<file path="config.mk">
export PLATFORM = sky130hd
export DESIGN_NAME = stc0_bfsched
export DESIGN_NICKNAME = d
export VERILOG_FILES = /design/src/rtl/stc0_bfsched_pkg.sv /design/src/rtl/stc0_bfsched.sv
export SDC_FILE = /design/constraint.sdc
export NUM_CORES = 1
export LEC_CHECK = 0
export CAP_MARGIN = 30
export CORE_MARGIN = 4
export CORE_UTILIZATION = 40
export CTS_BUF_LIST = sky130_fd_sc_hd__clkbuf_16
export CTS_CLUSTER_DIAMETER = 50
export DETAILED_ROUTE_END_ITERATION = 10
export GPL_ROUTABILITY_DRIVEN = 1
export PLACE_DENSITY_LB_ADDON = 0.08
export SLEW_MARGIN = 20
export SYNTH_ARGS = -nofsm -noshare
export SYNTH_HDL_FRONTEND = slang
export SYNTH_SLANG_ARGS = --single-unit
</file>
<file path="constraint.sdc">
create_clock -name Clk -period 5 [get_ports Clk]
set_input_delay 0.75 -clock Clk [delete_from_list [all_inputs] [get_ports Clk]]
set_output_delay 0.75 -clock Clk [all_outputs]
set_load 0.03 [all_outputs]
</file>
<file path="src/rtl/stc0_bfsched_pkg.sv">
// Butterfly control-word layout shared by the stc0 sequencer and its bench.
// Bit positions mirror the stc0 address map; unlisted bits are reserved and driven 0.
package stc0_bfsched_pkg;

    localparam int CTRLWRD_SZ          = 8;
    localparam int RB_BFCTRL_SCALE     = 0;
    localparam int RB_BFCTRL_TWWR      = 2;
    localparam int RB_BFCTRL_TWRD      = 3;
    localparam int RB_BFCTRL_BYPASS    = 4;
    localparam int RB_BFCTRL_TWMUXCTRL = 5;

    typedef logic [CTRLWRD_SZ-1:0] ctrl_word_t;

    function automatic ctrl_word_t make_ctrl(input logic [1:0] scale, input logic twwr);
        ctrl_word_t w;
        w = '0;
        w[RB_BFCTRL_SCALE +: 2] = scale;
        w[RB_BFCTRL_TWWR]       = twwr;
        return w;
    endfunction

endpackage

</file>
<file path="src/rtl/stc0_bfsched.sv">
// Butterfly pipeline sequencer: optional twiddle-RAM load per multiplier stage, then
// run-mode control words for every stage; all outputs registered one cycle after state.
module stc0_bfsched
    import stc0_bfsched_pkg::*;
#(
    parameter int NUM_POINTS_LOG2 = 10,
    parameter int DATA_WIDTH      = 17,
    parameter int TW_WIDTH        = 16,
    parameter int GAP_CYCLES      = NUM_POINTS_LOG2 + 2
) (
    input  logic                         Clk,
    input  logic                         Rst,
    input  logic                         Start,
    input  logic                         Mode,
    input  logic                         Abort,
    input  logic [2*NUM_POINTS_LOG2-1:0] ScaleSched,
    input  logic [2*TW_WIDTH-1:0]        TwData,
    input  logic                         TwValid,
    output logic                         TwReady,
    output logic [3:0]                   CtrlAddr,
    output logic [CTRLWRD_SZ-1:0]        CtrlWord,
    output logic                         CtrlValid,
    output logic [DATA_WIDTH-1:0]        Ar,
    output logic [DATA_WIDTH-1:0]        Ai,
    output logic [DATA_WIDTH-1:0]        Br,
    output logic [DATA_WIDTH-1:0]        Bi,
    output logic                         IngressValid,
    output logic                         Busy,
    output logic                         Done
);

    localparam logic [2:0] ST_IDLE      = 3'd0;
    localparam logic [2:0] ST_TW_CFG    = 3'd1;
    localparam logic [2:0] ST_TW_GAP    = 3'd2;
    localparam logic [2:0] ST_TW_STREAM = 3'd3;
    localparam logic [2:0] ST_RUN_CFG   = 3'd4;
    localparam logic [2:0] ST_RUN_GAP   = 3'd5;
    localparam logic [2:0] ST_DONE      = 3'd6;

    localparam int GW = $clog2(GAP_CYCLES + 1);
    localparam logic [3:0]    LAST_LOAD_STAGE = 4'(NUM_POINTS_LOG2 - 3);
    localparam logic [3:0]    LAST_RUN_STAGE  = 4'(NUM_POINTS_LOG2 - 1);
    localparam logic [GW-1:0] GAP_LAST        = GW'(GAP_CYCLES - 1);

    logic [2:0]                   state;
    logic [3:0]                   stage;
    logic [NUM_POINTS_LOG2-1:0]   word_cnt;
    logic [GW-1:0]                gap_cnt;
    logic [2*NUM_POINTS_LOG2-1:0] sched_shift;
    logic [1:0]                   scale;
    logic [NUM_POINTS_LOG2-1:0]   last_word;
    logic                         tw_hs;
    logic                         gap_end;

    assign sched_shift = ScaleSched >> {stage, 1'b0};
    assign scale       = sched_shift[1:0];
    // Depth(s) - 1 = 2^(N-1-s) - 1, i.e. an all-ones word shifted right by s+1.
    assign last_word   = {NUM_POINTS_LOG2{1'b1}} >> (stage + 4'd1);
    assign tw_hs       = TwValid && TwReady;
    assign gap_end     = (gap_cnt == GAP_LAST);

    assign Ar = '0;
    assign Ai = '0;

    always_ff @(posedge Clk or posedge Rst) begin
        if (Rst) begin
            state        <= ST_IDLE;
            stage        <= '0;
            word_cnt     <= '0;
            gap_cnt      <= '0;
            TwReady      <= 1'b0;
            CtrlAddr     <= '0;
            CtrlWord     <= '0;
            CtrlValid    <= 1'b0;
            Br           <= '0;
            Bi           <= '0;
            IngressValid <= 1'b0;
            Busy         <= 1'b0;
            Done         <= 1'b0;
        end else begin
            CtrlValid    <= 1'b0;
            CtrlAddr     <= '0;
            CtrlWord     <= '0;
            IngressValid <= 1'b0;
            Done         <= 1'b0;
            TwReady      <= 1'b0;
            Busy         <= (state != ST_IDLE) && (state != ST_DONE);

            if (Abort) begin
                state    <= ST_IDLE;
                stage    <= '0;
                word_cnt <= '0;
                gap_cnt  <= '0;
                Busy     <= 1'b0;
            end else begin
                case (state)
                    ST_IDLE: begin
                        if (Start) begin
                            stage <= '0;
                            state <= Mode ? ST_TW_CFG : ST_RUN_CFG;
                        end
                    end
                    ST_TW_CFG: begin
                        CtrlValid <= 1'b1;
                        CtrlAddr  <= stage;
                        CtrlWord  <= make_ctrl(scale, 1'b1);
                        gap_cnt   <= '0;
                        state     <= ST_TW_GAP;
                    end
                    ST_TW_GAP: begin
                        if (gap_end) begin
                            gap_cnt  <= '0;
                            word_cnt <= '0;
                            TwReady  <= 1'b1;
                            state    <= ST_TW_STREAM;
                        end else begin
                            gap_cnt <= gap_cnt + 1'b1;
                        end
                    end
                    ST_TW_STREAM: begin
                        TwReady <= 1'b1;
                        if (tw_hs) begin
                            IngressValid <= 1'b1;
                            Br <= {{(DATA_WIDTH-TW_WIDTH){TwData[2*TW_WIDTH-1]}},
                                   TwData[2*TW_WIDTH-1:TW_WIDTH]};
                            Bi <= {{(DATA_WIDTH-TW_WIDTH){TwData[TW_WIDTH-1]}},
                                   TwData[TW_WIDTH-1:0]};
                            if (word_cnt == last_word) begin
                                // Ready drops with the final word so no extra handshake is offered.
                                TwReady  <= 1'b0;
                                word_cnt <= '0;
                                if (stage == LAST_LOAD_STAGE) begin
                                    stage <= '0;
                                    state <= ST_RUN_CFG;
                                end else begin
                                    stage <= stage + 4'd1;
                                    state <= ST_TW_CFG;
                                end
                            end else begin
                                word_cnt <= word_cnt + 1'b1;
                            end
                        end
                    end
                    ST_RUN_CFG: begin
                        CtrlValid <= 1'b1;
                        CtrlAddr  <= stage;
                        CtrlWord  <= make_ctrl(scale, 1'b0);
                        if (stage == LAST_RUN_STAGE) begin
                            stage   <= '0;
                            gap_cnt <= '0;
                            state   <= ST_RUN_GAP;
                        end else begin
                            stage <= stage + 4'd1;
                        end
                    end
                    ST_RUN_GAP: begin
                        if (gap_end) begin
                            gap_cnt <= '0;
                            state   <= ST_DONE;
                        end else begin
                            gap_cnt <= gap_cnt + 1'b1;
                        end
                    end
                    ST_DONE: begin
                        Done  <= 1'b1;
                        state <= ST_IDLE;
                    end
                    default: state <= ST_IDLE;
                endcase
            end
        end
    end

endmodule

</file>
==> results of run 1 <==
==> metrics by stage <==
| step | worst slack, ns | utilization (%) |
|---|---|---|
| after floorplan | 2.00 | - |
| after global placement | 1.57 | 51.7 |
| after detailed placement | 1.49 | 51.7 |
| after CTS | 1.48 | 55.4 |
| after global routing | 1.24 | 55.4 |
| final | 1.45 | 55.4 |
==> worst max-delay path by stage <==
| stage | endpoint | startpoint | slack (ns) |
|---|---|---|---|
| after floorplan | stage[3] | stage[0] | 2.00 |
| after global placement | word_cnt[0] | stage[0] | 1.57 |
| after detailed placement | stage[3] | stage[0] | 1.49 |
| after CTS | stage[3] | stage[0] | 1.48 |
| after global routing | stage[3] | stage[0] | 1.24 |
| final | stage[3] | stage[0] | 1.45 |
==> area by class of cell <==
cell class	count	area (um^2)
multi-input combinational	287	1990
clock inverter	7	125
clock buffer	9	225
fill	836	4200
inverter	7	26.3
sequential	65	1630
tap	129	161
timing repair buffer	107	1060
==> layout by cell type, fill, tap and decap left out, drive strengths merged, types with 8 or more instances in the layout <==
master / netlist / routed
nand2: 27 / 27
o21ai: 11 / 11
clkdlybuf4s50: 0 / 103
inv: 7 / 9
nor2: 20 / 20
nand2b: 8 / 8
nand3: 9 / 9
dfrtp: 65 / 65
nor3: 15 / 15
clkbuf: 13 / 9
mux2: 36 / 36
conb: 1 / 39
a21oi: 18 / 18
==> flip-flops by register name, summed over array words and instances, names as in the netlist <==
register	cells
IngressValid	1
TwReady	1
Bi	16
CtrlAddr	4
word_cnt	10
Busy	1
state	3
gap_cnt	4
Done	1
Br	16
stage	4
CtrlValid	1
CtrlWord	3
==> power breakdown <==
group          internal (W)  total [W]  switching [W]  leakage (nW)
clock network      0.000492   0.000735       0.000243         0.171
registers          0.000640   0.000765       0.000125         0.893
logic              0.000380   0.000845       0.000465          1.23
total               0.00151    0.00234       0.000833          2.29
==> layer usage <==
| metal | up-vias | track usage [%] | routed length [um] |
|---|---|---|---|
| met5 | - | 0 | 0 |
| met4 | 0 | 4.11 | 78 |
| met3 | 6 | 4.46 | 652 |
| met2 | 101 | 24.6 | 4260 |
| met1 | 1455 | 23.5 | 4350 |
| li1 | 1494 | - | - |
==> critical path: stages, from the launching register on <==
cell	delay, ns
dfrtp_1	0.82
inv_1	0.15
ha_1	0.47
nor2b_1	0.19
o21ai_1	0.17
a31oi_1	0.11
or4_4	0.56
nor3_1	0.32
o221a_2	0.31
mux2_2	0.34
==> logic make-up after synthesis <==
kind of cell	after synthesis
XOR/XNOR	4
multiplexers	46
adder cells (fa/ha/maj)	6
AND/OR/NAND/NOR	118
flip-flops	65
AO/OA/AOI/OAI	74
buffers and inverters	71
other	1
==> out/results.tsv, run 1 <==
stage	metric	value	unit
logic_synthesis	synth_area_leaders	dfrtp_1 (41%), mux2_2 (9.8%), buf_4 (8.4%)	
routing	drtIter0Drc	162	
routing	vias_per_cell	5.00	
clock_network	insertion_delay	0.32	ns
worst_setup_path	cp-start-kind	flip-flop	
timing	hold_viol_final	0	
floorplanning	num_rows	35	
placement	globalplace.congestion	0.859	
outcome	outcome	completed	
power_and_ir_drop	power_density	449	nW/um^2
worst_setup_path	cp.arrival	3.75	ns
routing	wl	9.34	mm
placement	dp_hpwl	6.81	mm
logic_synthesis	synth_area_leader_cell	dfrtp_1	
logic_synthesis	muxShareOfSynthArea	14.1	%
logic_synthesis	synthAdderAreaFrac	1.91	%
logic_synthesis	yosys.cell_count.top_type	dfrtp_1	
grt	grt_overflow	0	
timing	post-route-period-util	71.1	%
logic_synthesis	yosysSeqAreaShare	41.4	%
logic_synthesis	synth-compound-area-share	13.2	%
logic_synthesis	yosysUniqueCellTypes	66	
timing	clock_skew	0.00929	ns
logic_synthesis	synth_commonest_cells	dfrtp_1 (65), buf_4 (44), mux2_2 (34), nand2_1 (27), nor2_1 (20)	
floorplanning	start_util	41.7	%
grt	grt_pass1_vias	2879	
worst_setup_path	r2r-start	stage[0]	
worst_setup_path	critPathKind	flip-flop to flip-flop	
timing	fmax	0.281	GHz
routing	routedWlPerCell	15.3	um
logic_synthesis	synth_edf_count	0	
logic_synthesis	netlist_area	3930	um^2
logic_synthesis	synth-simple-area-share	16.7	%
logic_synthesis	netlist_instances	385	
floorplanning	core	9420	um^2
logic_synthesis	avgSynthCellArea	10.2	um^2
logic_synthesis	yosys_warnings	0	
clock_network	cts_tree	built	
grt	antenna_found_initial	0	
grt	grt_pass1_wl	15.2	mm
cells_and_area	final_area	5220	um^2
clock_network	numCtsBuffers	9	
timing	rsz0062_at_grt	no	
placement	io_buffer_count	103	
worst_hold_path	min_from	Bi[4]	
timing	max_slew_margin	50.7	%
clock_network	path_clk_slew	0.06	ns
worst_setup_path	rrSetupSlack	1.45	ns
logic_synthesis	synth-xor-area-share	1.08	%
clock_network	htree_levels	3	
job	maxCapViolations	0	
placement	placed_area	4870	um^2
grt	track_usage	16.4	%
clock_network	cts_setup_buffers	0	
logic_synthesis	synth-seq-cells	65	
worst_hold_path	min_to	Bi[4]	
timing	drv_slew	0	
cells_and_area	final_nets	541	
logic_synthesis	yosysTopAreaCellShare	41.4	%
clock_network	clockBufferDepth	2	
cells_and_area	n_antenna_cell	0	
power_and_ir_drop	vdd_drop_max	229	uV
clock_network	cts_sinks	65	
floorplanning	fp.dieW	107	um
timing	tightest_slew	0.740	ns
clock_network	cts_root_buf	clkbuf_16	
timing	setup_violations	0	
floorplanning	pin_count	143	
routing	detail-route-antenna-nets	0	
logic_synthesis	synth_flop_cell	dfrtp_1	
timing	hold_ws	0.504	ns
grt	grt_max_degree	43	
worst_setup_path	r2r_cells	9	
timing	tns	0	ns
logic_synthesis	synth_top_family_by_area	simple AND/OR/NAND/NOR gates	
worst_setup_path	cp.required	5.20	ns
power_and_ir_drop	total_leakage_power	2.29	nW
worst_hold_path	hp-class	flip-flop to flip-flop	
clock_network	ctsHoldBuffers	0	
worst_setup_path	cp-end-kind	flip-flop	
placement	dp.cells	595	
power_and_ir_drop	total_power	0.00234	W
floorplanning	die-area	11500	um^2
floorplanning	die_h	107	um
timing	period_minus_slack	3.55	ns
worst_hold_path	holdPathStages	1	
logic_synthesis	synthArstFlopShare	100	%
worst_setup_path	path_max_fanout	19	
worst_setup_path	reg2reg_to	stage[3]	
routing	drc_errors	0	
cells_and_area	area_growth	32.9	%
routing	firstDrtPassIters	4	
clock_network	cts_resized	0	
cells_and_area	layout-drive-gt1-share	15.6	%
routing	vias	3056	
cells_and_area	stdcell_count	611	
Power figures use the tool's default switching activity.
==> run 2: changes to the inputs <==
- clock period: 5 -> 2.85 ns (I/O delays scaled with it)
==> run 2 against run 1 <==
Against the previous run:
- fmax rose by 32%
- sequential share of layout area is 0.73 points lower
- via count up 3.9%
- highest routed layer unchanged
- combinational power grew 94%
- die area stayed put
==> out/results.tsv, run 2 (synthesis results as in run 1) <==
stage	metric	value	unit
routing	vias_per_cell	5.06	
grt	track_usage	16.9	%
worst_setup_path	slowest_stage	or4_4	
floorplanning	die_h	107	um
power_and_ir_drop	pwr-share-clk	26.9	%
clock_network	cts_root_buf	clkbuf_16	
worst_setup_path	cp.arrival	2.91	ns
cells_and_area	n_antenna_cell	0	
power_and_ir_drop	power_density	746	nW/um^2
clock_network	htree_levels	3	
clock_network	path_clk_slew	0.05	ns
worst_setup_path	cp.required	3.06	ns
floorplanning	num_rows	35	
timing	tns	0	ns
cells_and_area	fillCellCount	842	
grt	grt_pass1_vias	3069	
cells_and_area	reg_top3	Bi: 16 flops, Br: 16 flops, word_cnt: 10 flops	
power_and_ir_drop	seqPwrFrac	32.1	%
power_and_ir_drop	switching_share	36.2	%
floorplanning	pin_count	143	
timing	post-route-period-util	94.8	%
timing	hold_viol_final	0	
power_and_ir_drop	p_int	0.00254	W
worst_setup_path	max_stage_delay	0.57	ns
power_and_ir_drop	net-switching-power	0.00144	W
clock_network	numCtsBuffers	9	
cells_and_area	final_common_cell	clkdlybuf4s50_1	
grt	grt_pass1_wl	15.6	mm
placement	io_buffer_count	103	
timing	tightest_slew	0.654	ns
timing	max_slew_margin	56.4	%
cells_and_area	layout_common_cells	clkdlybuf4s50_1 (103), dfrtp_1 (65), conb_1 (39)	
power_and_ir_drop	total_leakage_power	2.36	nW
routing	met1_length	4.19	mm
timing	hold_ws	0.405	ns
routing	firstDrtPassIters	4	
clock_network	clockBufferDepth	2	
floorplanning	die-area	11500	um^2
power_and_ir_drop	vdd_drop_max	336	uV
routing	top_layer	met4	
worst_setup_path	cp-start-kind	flip-flop	
cells_and_area	final_nets	558	
placement	dp_hpwl	7.23	mm
worst_setup_path	cp-end-kind	flip-flop	
cells_and_area	multiInputGateArea	2020	um^2
timing	drv_slew	0	
clock_network	insertion_delay	0.32	ns
worst_setup_path	crit_chain	inv_1, ha_1, nor2b_1, a2bb2oi_1, nor3_1, or4_4, nor3_4, o221a_4, mux2_2	
routing	detail-route-antenna-nets	0	
worst_setup_path	cp_top_family	simple AND/OR/NAND/NOR gates	
outcome	outcome	completed	
clock_network	cts_sinks	65	
routing	vias	3175	
power_and_ir_drop	pwr-share-comb	41.1	%
floorplanning	core	9420	um^2
worst_hold_path	hp-class	input pin to asynchronous set/reset pin	
grt	grt_overflow	0	
timing	clock_skew	0.00409	ns
cells_and_area	regArea	1630	um^2
routing	drtIter0Drc	181	
routing	dr_wl_met2	4.57	mm
cells_and_area	layout-drive-gt1-share	18.8	%
timing	period_minus_slack	2.70	ns
worst_setup_path	r2r_cells	9	
grt	antenna_found_initial	0	
timing	setup_violations	0	
floorplanning	start_util	41.7	%
routing	routedWlPerCell	15.2	um
routing	wl	9.56	mm
grt	grt_max_degree	49	
floorplanning	fp.dieW	107	um
job	maxCapViolations	0	
cells_and_area	area_growth	36.1	%
placement	globalplace.congestion	0.845	
routing	met3WireLength	686	um
worst_setup_path	path_max_fanout	6	
worst_setup_path	critPathKind	flip-flop to flip-flop	
routing	drc_errors	0	
timing	fmax	0.370	GHz
clock_network	cts_tree	built	
worst_setup_path	path_buf_inv	1	
worst_setup_path	crit_cells	9	
[run 2: cell types whose count changed in the layout (fill, tap and decap cells not counted)]
cell,before,now
ha_1,6,5
o221a_2,1,0
clkinv_2,0,2
buf_4,4,19
nor3_1,14,12
nor3_2,1,2
ha_2,0,1
bufinv_16,3,1
nor3_4,0,1
clkinv_1,0,1
o221a_4,0,1
buf_12,0,2
inv_6,2,1
[run 2: area by class of cell]
class,instances,share of cell area (%)
Clock buffer,9,4.21
Inverter,7,0.492
Sequential cell,65,30.4
Multi-Input combinational cell,287,37.8
Timing Repair Buffer,124,22.7
Clock inverter,7,1.31
Tap cell,129,3.02
[run 2: metal layers]
metal	up-vias	track usage, %
li1	1535	-
met1	1516	23.2
met2	109	26.5
met3	15	3.85
met4	0	5.11
met5	-	0
[run 2: through the flow]
| stage | total power [W] | setup WS [ns] | instance area (um^2) | instances | utilization, % |
|---|---|---|---|---|---|
| CTS | 0.00401 | 0.0580 | 5310 | 627 | 56.4 |
| global placement | 0.00290 | 0.167 | 5020 | 611 | 53.3 |
| finish | 0.00399 | 0.147 | 5340 | 628 | 56.8 |
| floorplan | 0.00237 | 0.000480 | 4090 | 423 | - |
| global route | 0.00421 | -0.00675 | 5340 | 628 | 56.8 |
| detailed placement | 0.00292 | 0.0856 | 5020 | 611 | 53.3 |
[run 2: power by group through the flow]
stage | logic (W) | clock network (W) | registers (W)
floorplan | 0.000794 | 0 | 0.00158
CTS | 0.00163 | 0.00111 | 0.00128
detailed placement | 0.00163 | 0 | 0.00129
global route | 0.00175 | 0.00114 | 0.00132
global placement | 0.00161 | 0 | 0.00128
finish | 0.00164 | 0.00107 | 0.00128
[run 2: path summary, 6_finish.rpt]
path                               start       end  slack [ns]
worst max-delay path            stage[0]  stage[3]        0.15
worst min-delay path                 Rst    Br[11]        0.41
worst max register to register  stage[0]  stage[3]        0.15
worst min register to register     Bi[1]     Bi[1]        0.50
max in group asynchronous            Rst   TwReady        1.85
min in group Clk                   Bi[1]     Bi[1]        0.50
[run 2: what timing repair did]
item                                    CTS  global route
buffers inserted                          0             1
gates resized for setup                   0             4
endpoints found under the setup margin    0            12
hold buffers                              0             0
==> run 3: changes to the inputs <==
- CORE_UTILIZATION: 40 -> 58
- DONT_BUFFER_PORTS: default -> 1
==> run 3 against run 2 <==
Against the previous run:
- first-iteration DRC count down 25%
- critical path depth grew 1
- hold slack lost 0.24 ns
- clock power hardly changed
- fmax rose by 0.63%
- die area down 29%
- power fell by 12%
- register-to-register slack gained 0.02 ns
- sequential power rose by 30%
- setup slack gained 0.017 ns
- critical path type unchanged
- critical endpoint is now state[2]
==> out/results.tsv, run 3 (synthesis results as in run 1) <==
stage	metric	value	unit
outcome	outcome	completed	
cells_and_area	n_antenna_cell	0	
power_and_ir_drop	total_leakage_power	1.94	nW
worst_setup_path	slowest_stage	or4_4	
floorplanning	die_h	90.3	um
routing	detail-route-antenna-nets	0	
clock_network	cts_root_buf	clkbuf_16	
routing	wl	8.27	mm
timing	post-route-period-util	94.2	%
grt	antenna_found_initial	0	
worst_setup_path	path_buf_inv	2	
clock_network	path_clk_slew	0.05	ns
floorplanning	fp.dieW	90.3	um
floorplanning	start_util	60.8	%
grt	grt_pass1_wl	13.6	mm
cells_and_area	final_area	4180	um^2
routing	firstDrtPassIters	4	
cells_and_area	layout_common_cells	dfrtp_1 (64), conb_1 (39), mux2_2 (34)	
routing	vias_per_cell	5.89	
cells_and_area	reg_top3	Bi: 16 flops, Br: 16 flops, word_cnt: 10 flops	
power_and_ir_drop	vdd_drop_max	352	uV
worst_hold_path	hp-class	input pin to flip-flop	
placement	globalplace.congestion	0.902	
grt	grt_max_degree	66	
worst_setup_path	path_max_fanout	7	
timing	max_slew_margin	47.4	%
timing	clock_skew	0.00616	ns
worst_setup_path	cp_top_family	simple AND/OR/NAND/NOR gates	
clock_network	clockBufferDepth	2	
routing	routedWlPerCell	17.7	um
worst_setup_path	crit_chain	inv_1, ha_2, a41o_1, a31oi_1, nor3_1, or4_4, nor4_4, buf_4, nor2_1, nor4_1	
grt	grt_pass1_vias	2661	
worst_setup_path	cp.required	3.07	ns
clock_network	cts_tree	built	
power_and_ir_drop	power_density	843	nW/um^2
floorplanning	die-area	8150	um^2
worst_setup_path	max_stage_delay	0.44	ns
placement	dp_hpwl	6.12	mm
floorplanning	num_rows	29	
floorplanning	core	6460	um^2
timing	period_minus_slack	2.69	ns
placement	io_buffer_count	0	
timing	drv_slew	0	
worst_setup_path	cp.arrival	2.91	ns
worst_setup_path	critPathKind	flip-flop to flip-flop	
grt	grt_overflow	0	
placement	placed_area	3870	um^2
cells_and_area	final_common_cell	dfrtp_1	
grt	track_usage	20.6	%
timing	setup_violations	0	
routing	drtIter0Drc	136	
routing	vias	2757	
timing	tns	0	ns
timing	rsz0062_at_grt	no	
cells_and_area	layout-drive-gt1-share	23.5	%
worst_setup_path	cp-start-kind	flip-flop	
power_and_ir_drop	total_power	0.00352	W
worst_setup_path	cp-end-kind	flip-flop	
cells_and_area	final_nets	451	
clock_network	insertion_delay	0.32	ns
timing	tightest_slew	0.789	ns
job	maxCapViolations	0	
routing	drc_errors	0	
clock_network	numCtsBuffers	9	
timing	hold_viol_final	0	
timing	fmax	0.372	GHz
clock_network	htree_levels	3	
cells_and_area	area_growth	6.41	%
floorplanning	pin_count	143	
clock_network	cts_sinks	65	
==> run 3: changes by cell type in the layout (fill, tap and decap cells not counted), moves of 2 or more <==
cell	delta
clkinv_4	-2
clkdlybuf4s50_1	-103
clkinvlp_4	+2
buf_12	-2
buf_4	-3
==> run 3: per-stage QoR <==
stage | util (%) | worst slack [ns] | cells | hold slack, ns
3_5_place_dp | 60.0 | 0.122 | 453 | 0.499
2_1_floorplan | - | 0.000480 | 423 | 0.486
3_3_place_gp | 60.0 | 0.168 | 453 | 0.499
6_report | 64.7 | 0.164 | 468 | 0.170
5_1_grt | 64.7 | 0.00363 | 468 | 0.161
4_1_cts | 64.4 | 0.115 | 468 | 0.158
==> run 3: what timing repair did <==
action | CTS | global route
resized for setup | 0 | 5
hold buffers | 0 | 0
setup buffers | 0 | 0
setup endpoints to repair | 0 | 5
==> run 3: area by class of cell <==
| cell class | instances | area, um^2 |
|---|---|---|
| fill | 516 | 2280 |
| multi-input combinational | 287 | 2010 |
| tap | 77 | 96.3 |
| inverter | 7 | 26.3 |
| clock buffer | 9 | 225 |
| sequential | 65 | 1630 |
| clock inverter | 6 | 60.1 |
| timing repair buffer | 17 | 131 |
==> run 3: where the power goes <==
part / switching (W) / internal, W
clock: 0.000383 / 0.000666
combinational: 0.000439 / 0.000365
sequential: 0.000549 / 0.00112
==> run 3: path summary, 6_finish.rpt <==
check	from	endpoint	slack, ns	cells past startpoint
hold / removal	Abort	Busy	0.17	1
max in group asynchronous	Rst	stage[2]	2.07	2
setup reg to reg	stage[0]	state[2]	0.16	10
setup / recovery	stage[0]	state[2]	0.16	10
hold reg to reg	gap_cnt[3]	gap_cnt[3]	0.53	2
min in group asynchronous	Rst	CtrlValid	0.23	2
==> run 3: metal layers <==
layer,global-route usage (%),vias to the layer above,routed length (um)
met3,5.83,10,525
met1,25.4,1325,3440
met5,0,-,0
met4,7.02,0,110
li1,-,1314,-
met2,34.9,108,4200
